<file path="src/rtl/custom_function_pkg.sv">
// custom_function_pkg: shared widths and FSM states for the custom-function table loader
package custom_function_pkg;

    localparam int CF_ADDR_W = 5;
    localparam int CF_DATA_W = 16;
    localparam int CF_DEPTH  = 32;

    typedef enum logic [1:0] {
        EMPTY  = 2'd0,
        LOAD   = 2'd1,
        ACTIVE = 2'd2
    } cf_state_t;

endpackage

</file>
<file path="src/rtl/custom_function_loader.sv">
// custom_function_loader: streams a truth table into the LUT-RAM, then serves registered lookups from it
module custom_function_loader
    import custom_function_pkg::*;
#(
    parameter int WORDS = 32
) (
    input  logic                 clock,
    input  logic                 reset_n,
    input  logic                 load_start,
    input  logic                 cfg_valid,
    output logic                 cfg_ready,
    input  logic [CF_DATA_W-1:0] cfg_data,
    output logic                 load_done,
    input  logic                 lookup_valid,
    output logic                 lookup_ready,
    input  logic [CF_ADDR_W-1:0] lookup_addr,
    output logic                 result_valid,
    input  logic                 result_ready,
    output logic [CF_DATA_W-1:0] result_data,
    output logic                 ram_we,
    output logic [CF_ADDR_W-1:0] ram_addr,
    output logic [CF_DATA_W-1:0] ram_din,
    input  logic [CF_DATA_W-1:0] ram_dout
);

    localparam logic [CF_ADDR_W-1:0] LAST = CF_ADDR_W'(WORDS - 1);

    cf_state_t            r_state;
    logic [CF_ADDR_W-1:0] r_widx;
    logic                 r_load_done;
    logic                 r_result_valid;
    logic [CF_DATA_W-1:0] r_result_data;
    logic                 w_wr;
    logic                 w_lk;

    assign cfg_ready    = r_state == LOAD;
    assign w_wr         = cfg_ready && cfg_valid;
    assign lookup_ready = (r_state == ACTIVE) && (!r_result_valid || result_ready);
    assign w_lk         = lookup_valid && lookup_ready;
    // The RAM port is shared: writes only exist in LOAD and lookups only in ACTIVE, so they never collide
    assign ram_we       = w_wr;
    assign ram_addr     = w_wr ? r_widx : (w_lk ? lookup_addr : '0);
    assign ram_din      = w_wr ? cfg_data : '0;
    assign load_done    = r_load_done;
    assign result_valid = r_result_valid;
    assign result_data  = r_result_data;

    // Phase control and word counter; a reload from ACTIVE waits until no result is pending
    always_ff @(posedge clock or negedge reset_n) begin
        if (!reset_n) begin
            r_state     <= EMPTY;
            r_widx      <= '0;
            r_load_done <= 1'b0;
        end else begin
            r_load_done <= 1'b0;
            case (r_state)
                EMPTY: if (load_start) begin
                    r_state <= LOAD;
                    r_widx  <= '0;
                end
                ACTIVE: if (load_start && !r_result_valid) begin
                    r_state <= LOAD;
                    r_widx  <= '0;
                end
                LOAD: if (w_wr) begin
                    if (r_widx == LAST) begin
                        r_state     <= ACTIVE;
                        r_widx      <= '0;
                        r_load_done <= 1'b1;
                    end else begin
                        r_widx <= r_widx + 1'b1;
                    end
                end
                default: r_state <= EMPTY;
            endcase
        end
    end

    // Result register: capture on accept, drop only when drained without a replacement
    always_ff @(posedge clock or negedge reset_n) begin
        if (!reset_n) begin
            r_result_valid <= 1'b0;
            r_result_data  <= '0;
        end else if (w_lk) begin
            r_result_valid <= 1'b1;
            r_result_data  <= ram_dout;
        end else if (result_ready) begin
            r_result_valid <= 1'b0;
        end
    end

endmodule

</file>
<file path="config.mk">
export PLATFORM = sky130hd
export DESIGN_NAME = custom_function_loader
export DESIGN_NICKNAME = d
export VERILOG_FILES = /design/src/rtl/custom_function_pkg.sv /design/src/rtl/custom_function_loader.sv
export SDC_FILE = /design/constraint.sdc
export NUM_CORES = 1
export LEC_CHECK = 0
export BUFFER_PORTS_ARGS = -buffer_cell sky130_fd_sc_hd__buf_2
export CAP_MARGIN = 25
export CORE_MARGIN = 2
export CORE_UTILIZATION = 37
export DETAILED_ROUTE_END_ITERATION = 6
export GPL_ROUTABILITY_DRIVEN = 0
export HOLD_SLACK_MARGIN = 0.06
export PLACE_DENSITY = 0.75
export SKIP_LAST_GASP = 1
export SLEW_MARGIN = 20
export SYNTH_ARGS = -nofsm -noshare
export SYNTH_HDL_FRONTEND = slang
export SYNTH_SLANG_ARGS = --single-unit
</file>
<file path="constraint.sdc">
create_clock -name clock -period 1.5 [get_ports clock]
set_input_delay 0.075 -clock clock [delete_from_list [all_inputs] [get_ports clock]]
set_output_delay 0.075 -clock clock [all_outputs]
set_load 0.1 [all_outputs]
</file>
==> reports/metrics.cfg, run 1 <==
[setup_path]
cp.buffers_inverters = 2
critPathMaxStageDelay_ps = 440
cp_top_family = flip-flops
path_max_fanout = 8
arrival_ps = 1540
cp_data_required_time_ps = 1420
crit_type = flip-flop to output pin
crit_slowest_cell = dfrtp_1
worstSetupEndpointType = output pin
path_cells = and3b_2 > buf_6 > a22o_4 > buf_12
startpoint_type = flip-flop

[status]
violations = negative setup slack
status = complete, but fails checks

[floorplanning]
fp.dieH_um = 62.85
die_width_um = 62.85
die-area_um2 = 3949
start_util_pct = 38.40
ios = 85
rows = 21
coreArea_um2 = 3337

[finish]
area_delta_synth_final_pct = 93.85
diodes = 0
drive_above_1_share_pct = 67.58
fin_cells = 265
layout.nets = 266
final_area_um2 = 2484

[detailed_routing]
final_antenna_net_count = 0
dr_wl_met3_um = 302
wl_met1_um = 1393
drt_iter0_drc = 18
top_layer = met4
drtPass1Iterations = 4
vias = 1218
wl_per_cell_um = 13.54
avgViaCountPerCell = 4.596
drc = 0
wl_met2_um = 1885
wirelength_um = 3587

[synth]
synth.area.top_cells = dfrtp_1 49%, mux2_2 14%, and2_1 8.3%
yosysTopAreaCellShare_pct = 48.83
synth-simple-area-share_pct = 19.24
synth_area_per_cell_um2 = 11.97
yosysUniqueCellTypes = 27
synth_mux_area_share_pct = 16.41
post_synth_fa_ha_maj_area_fraction_pct = 2.930
synthXorXnorAreaFrac_pct = 0
ys_seq_area_share_pct = 48.83
ys_warn_count = 0
synth-edff-count = 0
syn_area_um2 = 1281
synth_top_family_by_area = simple AND/OR/NAND/NOR gates
async_reset_ff_share_pct = 100.0
yosys_most_used_dff = dfrtp_1
synthCells = 107
synth_compound_area_share_pct = 7.520
synth_area_leader_cell = dfrtp_1
syn_nets = 153
ys_ff_latch = 25

[grt]
overflow = 0
grt_max_degree = 26
grt_pass1_vias = 1318
grt_pass1_wl_um = 6127
groute.usage.overall_pct = 19.16
grt_antenna_before_repair = 0

[worst_hold_path]
hold_class = input pin to flip-flop

[cts]
numCtsBuffers = 3
cts.path.max_buffers = 2
clkLatencyLatePin_ps = 310
htreeDepth = 1
clock-sinks = 25
clkTransAtPathRegs_ps = 130
clockRootBuffer = clkbuf_4
cts_tree = yes

[timing]
timing.final.hold_violations = 0
drv_slew = 0
period_needed_ps = 1611
worstMarginPinSlew_ps = 540.9
relSlewSlack_pct = 63.94
clock_skew_ps = 3.450
grt_setup_unrepaired = true
timing.final.crit_share_pct = 107.4
setup_viol = 24
layout_setup_ws_ps = -111.4
max_freq_mhz = 620.6

[flow_run]
max-cap-violations = 0

[placement]
dp_slack_ps = 36.67
placed_cells = 235
io_buffers = 84
hpwlAfterDp_um = 2613
placed_cell_area_um2 = 2157

[power]
power.density_nw_per_um2 = 1655
peakVddDrop_mv = 0.9640
p_total_w = 0.004110
leakagePower_nw = 1.330

-- registers in the layout, summed over array words and instances (netlist names) --
name          flops
load_done         1
r_state           2
result_valid      1
r_widx            5
result_data      16
-- what timing repair did --
| action | in CTS | in global routing |
|---|---|---|
| setup buffers | 5 | 2 |
| endpoints found under the setup margin | 22 | 29 |
| hold buffers | 18 | 1 |
| pin swaps | 7 | 3 |
| hold endpoints to repair | 43 | 1 |
| resized for setup | 12 | 4 |
-- cell type report --
| cell class | instances | area [um2] |
|---|---|---|
| Multi-Input combinational cell | 71 | 691.9 |
| Fill cell | 228 | 853.3 |
| Sequential cell | 25 | 630.6 |
| Timing Repair Buffer | 113 | 1054 |
| Clock buffer | 3 | 22.52 |
| Inverter | 6 | 22.52 |
| Tap cell | 46 | 57.56 |
| Clock inverter | 1 | 5.005 |
-- cell usage after synthesis, types with 2 or more instances --
library cell / instances
a22o_1: 5
and2_1: 17
and3_1: 2
and3b_1: 2
buf_6: 3
dfrtp_1: 25
ha_1: 3
inv_1: 6
mux2_2: 16
mux2i_1: 3
nand2_1: 6
nand2b_1: 3
o211ai_1: 2
-- path summary, 6_finish.rpt --
check                      slack [ps]           start         endpoint  cells after the start
setup / recovery                 -110      r_state[0]      ram_addr[4]                      4
hold / removal                    100      load_start       r_state[1]                      3
setup reg to reg                  -10      r_state[0]        r_widx[3]                      6
hold reg to reg                   520  result_data[8]   result_data[8]                      1
max in group asynchronous         820         reset_n     result_valid                      2
min in group asynchronous         280         reset_n  result_data[14]                      2
-- per-stage QoR --
stage	TNS [ps]	util (%)	hold WS, ps
after global placement	0	64.64	91.54
after CTS	-1948	73.30	43.72
after floorplan	-1065	-	-220.6
final	-1681	74.43	99.16
after detailed placement	0	64.64	96.04
after global routing	-3888	74.43	110.3
-- cells in the final DEF (no fill, tap or decap), types with 2 or more instances in the layout --
cell / synthesis / final
a22o_4: 0 / 5
and2_2: 0 / 6
and2_4: 0 / 10
buf_12: 0 / 24
buf_2: 1 / 60
buf_4: 0 / 8
buf_6: 3 / 2
clkbuf_4: 0 / 3
dfrtp_1: 25 / 23
dlygate4sd3_1: 0 / 19
ha_1: 3 / 2
inv_1: 6 / 5
mux2_2: 16 / 16
mux2i_1: 3 / 3
nand2_1: 6 / 6
nand2b_1: 3 / 2
o211ai_1: 2 / 2
-- cell families (layout without fill, tap and decap cells) --
kind of cell,after synthesis,count (layout)
muxes,19,19
DFF,25,25
AOI/OAI and AO/OA,11,11
buffers and inverters,11,123
and+or+nand+nor,38,38
adders and majority gates,3,3
-- worst min-delay path, stage by stage --
cell	delay [ps]
buf_2	110
nand2b_1	60
a31o_2	140
-- per-layer routing --
metal  global-route usage [%]  vias to the layer above
met3                    4.505                        2
met1                    22.58                      560
li1                         -                      588
met4                    3.333                        0
met2                    35.62                       68
met5                        0                        -
-- power by group --
| group | switching, W | total, W | internal (W) |
|---|---|---|---|
| clock network | 0.000190 | 0.000290 | 0.0000994 |
| registers | 0.000114 | 0.000917 | 0.000803 |
| logic | 0.00185 | 0.00290 | 0.00105 |
| total | 0.00216 | 0.00411 | 0.00195 |
No activity file was read; power rests on OpenSTA's default activity.
==> run 2: changes to the inputs <==
--- a/config.mk
+++ b/config.mk
@@ -12,6 +12,7 @@
 export DETAILED_ROUTE_END_ITERATION = 6
 export GPL_ROUTABILITY_DRIVEN = 0
 export HOLD_SLACK_MARGIN = 0.06
+export MAX_ROUTING_LAYER = met4
 export PLACE_DENSITY = 0.75
 export SKIP_LAST_GASP = 1
 export SLEW_MARGIN = 20
==> constraint.sdc (replaced) <==
create_clock -name clock -period 1.4 [get_ports clock]
set_input_delay 0.07 -clock clock [delete_from_list [all_inputs] [get_ports clock]]
set_output_delay 0.07 -clock clock [all_outputs]
set_load 0.1 [all_outputs]
==> run 2 against run 1 <==
Compared with the run above: the flow still finishes with violations (negative setup slack); final cell count stayed put; sequential power up 5.2%; via count rose by 2.3%; global-route usage barely moved; critical path type unchanged; critical endpoint is now ram_addr[3]; largest cell class unchanged; largest power group unchanged.
==> reports/metrics.cfg, run 2 (same netlist as run 1, synthesis figures left out) <==
[status]
status = complete, but fails checks  ; unchanged
violations = negative setup slack  ; unchanged

[grt]
grt_pass1_wl_um = 5934  ; was 6127 um
overflow = 0  ; unchanged
grt_antenna_before_repair = 0  ; unchanged
grt_max_degree = 26  ; unchanged
groute.usage.overall_pct = 19.21  ; was 19.16%
grt_pass1_vias = 1281  ; was 1318

[floorplanning]
rows = 21  ; unchanged
start_util_pct = 38.40  ; unchanged
die_width_um = 62.85  ; unchanged
coreArea_um2 = 3337  ; unchanged
die-area_um2 = 3949  ; unchanged
fp.dieH_um = 62.85  ; unchanged
ios = 85  ; unchanged

[setup_path]
path_cells = nand2b_4 > and4_4 > a22o_4 > buf_12  ; was and3b_2 > buf_6 > a22o_4 > buf_12
path_max_fanout = 5  ; was 8
crit_slowest_cell = dfrtp_4  ; was dfrtp_1
r2r_cells = 5  ; was 6
r2r-start = r_state[1]  ; was r_state[0]
cp_data_required_time_ps = 1330  ; was 1420 ps
critPathMaxStageDelay_ps = 520  ; was 440 ps
arrival_ps = 1550  ; was 1540 ps
startpoint_type = flip-flop  ; unchanged
worstSetupEndpointType = output pin  ; unchanged
r2r-end = result_data[2]  ; was r_widx[3]
crit_type = flip-flop to output pin  ; unchanged
rrSetupSlack_ps = -100  ; was -10 ps

[timing]
relSlewSlack_pct = 61.83  ; was 63.94%
clock_skew_ps = 9.702  ; was 3.450 ps
max_freq_mhz = 615.8
worstMarginPinSlew_ps = 572.6  ; was 540.9 ps
layout_setup_ws_ps = -223.9  ; was -111.4 ps
period_needed_ps = 1624
timing.final.crit_share_pct = 116.0
grt_setup_unrepaired = true  ; unchanged
drv_slew = 0  ; unchanged
setup_viol = 40  ; was 24
timing.final.hold_violations = 0  ; unchanged

[finish]
final_cell_mix = 60 x buf_2, 25 x buf_12, 23 x dfrtp_1  ; was 60 x buf_2, 24 x buf_12, 23 x dfrtp_1
fillCellCount = 227  ; was 228
largest_reg_flops = 16  ; unchanged
multi_input_area_um2 = 726.9  ; was 691.9 um2
final_util_pct = 75.70  ; was 74.43%
area_delta_synth_final_pct = 97.17  ; was 93.85%
final_area_um2 = 2526  ; was 2484 um2
diodes = 0  ; unchanged
drive_above_1_share_pct = 68.49  ; was 67.58%
fin_cells = 265  ; unchanged
regArea_um2 = 630.6  ; unchanged
layout.nets = 266  ; unchanged
final_common_cell = buf_2  ; unchanged

[placement]
placed_cells = 237  ; was 235
hpwlAfterDp_um = 2637  ; was 2613 um
dp_slack_ps = 5.488  ; was 36.67 ps
io_buffers = 84  ; unchanged
placed_cell_area_um2 = 2223  ; was 2157 um2

[detailed_routing]
wl_met1_um = 1435  ; was 1393 um
avgViaCountPerCell = 4.702  ; was 4.596
drtPass1Iterations = 4  ; unchanged
wl_per_cell_um = 14.07  ; was 13.54 um
drc = 0  ; unchanged
wirelength_um = 3729  ; was 3587 um
wl_met2_um = 2031  ; was 1885 um
dr_wl_met3_um = 255  ; was 302 um
final_antenna_net_count = 0  ; unchanged
drt_iter0_drc = 20  ; was 18
top_layer = met4  ; unchanged
vias = 1246  ; was 1218

[worst_hold_path]
hold_class = input pin to flip-flop  ; unchanged
hold-path-cell-count = 3  ; unchanged
hold_end = r_state[1]  ; unchanged
hp-start = load_start  ; unchanged

[cts]
cts_tree = yes  ; unchanged
clockRootBuffer = clkbuf_4  ; unchanged
cts.path.max_buffers = 2  ; unchanged
htreeDepth = 1  ; unchanged
clock-sinks = 25  ; unchanged
clkTransAtPathRegs_ps = 120  ; was 130 ps
numCtsBuffers = 3  ; unchanged
clkLatencyLatePin_ps = 310  ; about the same

[power]
power.density_nw_per_um2 = 1759  ; was 1655 nW/um2
leakagePower_nw = 1.320  ; was 1.330 nW
peakVddDrop_mv = 1.232  ; was 0.9640 mV

[flow_run]
max-cap-violations = 0  ; unchanged

==> run 2: per-layer routing <==
layer  vias up  global-route usage, %
met1       586                  21.70
met4         0                  3.333
met3         2                  4.505
li1        599                      -
met5         -                      -
met2        59                  34.95
==> run 2: how the worst max path moves through the flow <==
stage	slack, ps	endpoint	cells after the start	start
after floorplan	-70	result_data[1]	4	result_valid
after global placement	30	r_state[1]	6	r_widx[0]
after detailed placement	5	r_state[1]	6	r_widx[0]
after CTS	-230	ram_addr[4]	4	r_state[0]
after global routing	-300	ram_addr[3]	4	r_state[0]
final	-220	ram_addr[3]	4	result_valid
==> run 2: area by class of cell <==
class                   count  share of cell area [%]
clock buffers               4                   1.040
well taps                  46                   2.278
multi-input cells          72                   28.78
inverters                   6                  0.8915
repair buffers            112                   42.05
flip-flops and latches     25                   24.96
==> run 2: report_power, final <==
part	total [W]	internal [W]	switching, W
sequential	0.000965	0.000861	0.000105
clock	0.000307	0.000111	0.000196
combinational	0.00317	0.00115	0.00202
==> run 2: metrics by stage <==
stage               hold slack [ps]  total power [W]  TNS (ps)
finish                        103.9         0.004443     -5052
global route                  93.32         0.004653     -7875
CTS                           84.59         0.004437     -4835
detailed placement            92.32         0.004049         0
global placement              84.90         0.004003         0
floorplan                    -225.6         0.003124     -1259
==> run 2: worst max-delay path, delay by kind of cell, from the launching register on <==
kind                   cells  cell delay, ps
DFF                        1             520
AOI/OAI and AO/OA          1             150
buffers and inverters      1             160
and+or+nand+nor            2             420
==> run 2: timing repair <==
action	in CTS	in global routing
gates resized for setup	5	9
pin swaps	1	3
endpoints found under the setup margin	26	43
hold endpoints to repair	43	0
buffers inserted	2	3
hold buffers	19	0
cloned	0	1
==> run 3: changes to the inputs <==
--- a/config.mk
+++ b/config.mk
@@ -5,10 +5,11 @@
 export SDC_FILE = /design/constraint.sdc
 export NUM_CORES = 1
 export LEC_CHECK = 0
+export ABC_AREA = 1
 export BUFFER_PORTS_ARGS = -buffer_cell sky130_fd_sc_hd__buf_2
 export CAP_MARGIN = 25
 export CORE_MARGIN = 2
-export CORE_UTILIZATION = 37
+export CORE_UTILIZATION = 39
 export DETAILED_ROUTE_END_ITERATION = 6
 export GPL_ROUTABILITY_DRIVEN = 0
 export HOLD_SLACK_MARGIN = 0.06
==> run 3 against run 2 <==
Compared with the run above: the flow still finishes with violations (negative setup slack); largest cell class unchanged; area after synthesis is 15% higher; highest routed layer unchanged; synthesized cell count is 78% higher; clock-buffer cell count stayed put; worst setup slack better by 73 ps; critical path depth is 2 higher; critical endpoint is now ram_addr[2]; largest power group unchanged.
==> reports/metrics.cfg, run 3 <==
[synth]
post_synth_fa_ha_maj_area_fraction_pct = 2.542  ; was 2.930%
ys_warn_count = 0  ; unchanged
synth_area_leader_cell = dfrtp_1  ; unchanged
synth_area_per_cell_um2 = 7.771  ; was 11.97 um2
yosysTopAreaCellShare_pct = 42.37  ; was 48.83%
syn_nets = 236  ; was 153
synth_compound_area_share_pct = 13.14  ; was 7.520%
yosys_most_used_dff = dfrtp_1  ; unchanged
async_reset_ff_share_pct = 100.0  ; unchanged
synth-edff-count = 0  ; unchanged
synth_top_family_by_area = simple AND/OR/NAND/NOR gates  ; unchanged
synth_mux_area_share_pct = 0  ; was 16.41%
syn_area_um2 = 1476  ; was 1281 um2
synth_common_cells = 48 x nand2_1, 46 x inv_1, 25 x dfrtp_1  ; was 25 x dfrtp_1, 17 x and2_1, 16 x mux2_2
ys_ff_latch = 25  ; unchanged
yosysUniqueCellTypes = 16  ; was 27
yosysMostFrequentCell = nand2_1  ; was dfrtp_1
synth-simple-area-share_pct = 26.19  ; was 19.24%
synth.area.top_cells = dfrtp_1 42%, o21ai_2 12%, nand2_1 12%  ; was dfrtp_1 49%, mux2_2 14%, and2_1 8.3%
synthXorXnorAreaFrac_pct = 0  ; unchanged
synthCells = 190  ; was 107
ys_seq_area_share_pct = 42.37  ; was 48.83%

[timing]
worstMarginPinSlew_ps = 559.2  ; was 572.6 ps
layout_setup_ws_ps = -150.5  ; was -223.9 ps
relSlewSlack_pct = 62.72  ; was 61.83%
grt_setup_unrepaired = true  ; unchanged
period_needed_ps = 1551  ; was 1624 ps
timing.final.hold_violations = 0  ; unchanged
max_freq_mhz = 644.9  ; was 615.8 MHz
clock_skew_ps = 3.465  ; was 9.702 ps
timing.final.crit_share_pct = 110.8  ; was 116.0%
drv_slew = 0  ; unchanged
setup_viol = 39  ; was 40

[setup_path]
r2r-start = r_state[0]  ; was r_state[1]
path_max_fanout = 4  ; was 5
startpoint_type = flip-flop  ; unchanged
cp_data_required_time_ps = 1330  ; about the same
r2r-end = result_data[2]  ; unchanged
rrSetupSlack_ps = -80  ; was -100 ps
crit_type = flip-flop to output pin  ; unchanged
r2r_cells = 8  ; was 5
worstSetupEndpointType = output pin  ; unchanged
arrival_ps = 1480  ; was 1550 ps

[floorplanning]
coreArea_um2 = 3661  ; was 3337 um2
ios = 85  ; unchanged
start_util_pct = 40.33  ; was 38.40%
die-area_um2 = 4294  ; was 3949 um2
rows = 22  ; was 21
fp.dieH_um = 65.53  ; was 62.85 um
die_width_um = 65.53  ; was 62.85 um

[worst_hold_path]
hold_end = result_data[7]  ; was r_state[1]
hold-path-cell-count = 3  ; unchanged
hp-start = ram_dout[7]  ; was load_start
hold_class = input pin to flip-flop  ; unchanged

[grt]
grt_max_degree = 26  ; unchanged
grt_pass1_vias = 1646  ; was 1281
grt_pass1_wl_um = 6727  ; was 5934 um
overflow = 0  ; unchanged
grt_antenna_before_repair = 0  ; unchanged
groute.usage.overall_pct = 20.67  ; was 19.21%

[finish]
layout.nets = 360  ; was 266
final_cell_mix = 60 x buf_2, 44 x inv_1, 33 x nand2_1  ; was 60 x buf_2, 25 x buf_12, 23 x dfrtp_1
drive_above_1_share_pct = 58.79  ; was 68.49%
largest_reg_flops = 16  ; unchanged
final_common_cell = buf_2  ; unchanged
final_area_um2 = 3037  ; was 2526 um2
area_delta_synth_final_pct = 105.7  ; was 97.17%
final_util_pct = 82.95  ; was 75.70%

[power]
peakVddDrop_mv = 1.156  ; was 1.232 mV
leakagePower_nw = 1.573  ; was 1.320 nW
power.density_nw_per_um2 = 1129  ; was 1759 nW/um2

[cts]
cts.path.max_buffers = 2  ; unchanged
clkTransAtPathRegs_ps = 80  ; was 120 ps
clkLatencyLatePin_ps = 260  ; was 310 ps
clock-sinks = 25  ; unchanged
clockRootBuffer = clkbuf_8  ; was clkbuf_4
numCtsBuffers = 3  ; unchanged
htreeDepth = 1  ; unchanged
cts_tree = yes  ; unchanged

[placement]
placed_cell_area_um2 = 2537  ; was 2223 um2
hpwlAfterDp_um = 3101  ; was 2637 um
io_buffers = 84  ; unchanged

[detailed_routing]
drt_iter0_drc = 71  ; was 20
drtPass1Iterations = 5  ; was 4
final_antenna_net_count = 0  ; unchanged
wirelength_um = 4678  ; was 3729 um
avgViaCountPerCell = 4.707  ; was 4.702
vias = 1704  ; was 1246
drc = 0  ; unchanged
wl_per_cell_um = 12.92  ; was 14.07 um

[status]
violations = negative setup slack  ; unchanged
status = complete, but fails checks  ; unchanged

[flow_run]
max-cap-violations = 0  ; unchanged

-- run 3: cell types whose count changed after synthesis, moves of 3 or more --
cell / delta
and2_1: -16
a22o_1: -5
o21ai_2: +21
inv_1: +40
nand2b_1: -3
mux2i_1: -3
mux2_2: -16
nor2_1: +19
nand3_1: +10
nand2_1: +42
-- run 3: critical path: stages (launching register included) --
cell	delay [ps]
dfrtp_2	440
inv_4	50
nor2_4	120
nand2_4	90
buf_6	150
o21ai_4	160
buf_12	190
-- run 3: cells by family (layout without fill, tap and decap cells) --
logic type               count (synthesis)  after routing
adder cells (fa/ha/maj)                  3              3
flip-flops                              25             25
AO/OA/AOI/OAI                           23             23
buffers and inverters                   52            175
other                                    0              1
AND/OR/NAND/NOR                         87             87
-- run 3: how the worst max path moves through the flow --
stage / from / slack (ps) / end
2_1_floorplan: r_state[0] / -650 / ram_addr[1]
3_3_place_gp: r_widx[0] / 60 / r_state[0]
3_5_place_dp: r_widx[0] / 5 / r_state[0]
4_1_cts: r_state[1] / -180 / ram_addr[2]
5_1_grt: r_state[0] / -210 / ram_din[6]
6_report: r_state[0] / -150 / ram_addr[2]
-- run 3: metal layers --
| metal | global-route usage [%] | part of all wire, % | routed length (um) | vias up |
|---|---|---|---|---|
| met5 | - | 0 | 0 | - |
| met4 | 7.292 | 2.4 | 114 | 0 |
| met3 | 5.479 | 9.0 | 422 | 10 |
| met2 | 36.35 | 53 | 2458 | 99 |
| met1 | 22.52 | 36 | 1683 | 778 |
| li1 | - | - | - | 817 |
-- run 3: power breakdown --
part | internal, W | switching (W) | leakage, nW
Combinational | 0.000780 | 0.00139 | 1.21
Sequential | 0.000773 | 0.0000653 | 0.342
Clock | 0.000203 | 0.000212 | 0.0228
Total | 0.00176 | 0.00167 | 1.57
-- run 3: stage by stage --
stage                     total power [W]  setup TNS (ps)  hold WS (ps)  setup slack, ps  std cells
after floorplan                  0.002151          -12360        -225.6           -645.3        190
after global placement           0.002836               0         91.93            58.18        329
after detailed placement         0.002864               0         90.01            5.408        329
after CTS                        0.003404           -2969         63.47           -184.8        353
after global routing             0.003604           -6193         61.69           -206.4        361
final                            0.003428           -3421         59.73           -150.5        362
-- run 3: final cells by class --
| cell class | count | area [um2] |
|---|---|---|
| Timing Repair Buffer | 124 | 1215 |
| Multi-Input combinational cell | 113 | 900.9 |
| Sequential cell | 25 | 630.6 |
| Fill cell | 218 | 624.3 |
| Inverter | 47 | 182.7 |
| Tap cell | 48 | 60.06 |
| Clock buffer | 4 | 45.04 |
| Antenna cell | 1 | 2.502 |
-- run 3: timing repair --
| item | CTS | global route |
|---|---|---|
| setup endpoints to repair | 27 | 39 |
| cloned | 0 | 1 |
| buffers inserted | 6 | 9 |
| hold endpoints to repair | 38 | 0 |
| hold buffers | 14 | 0 |
| pin swaps | 4 | 10 |
| resized for setup | 8 | 43 |
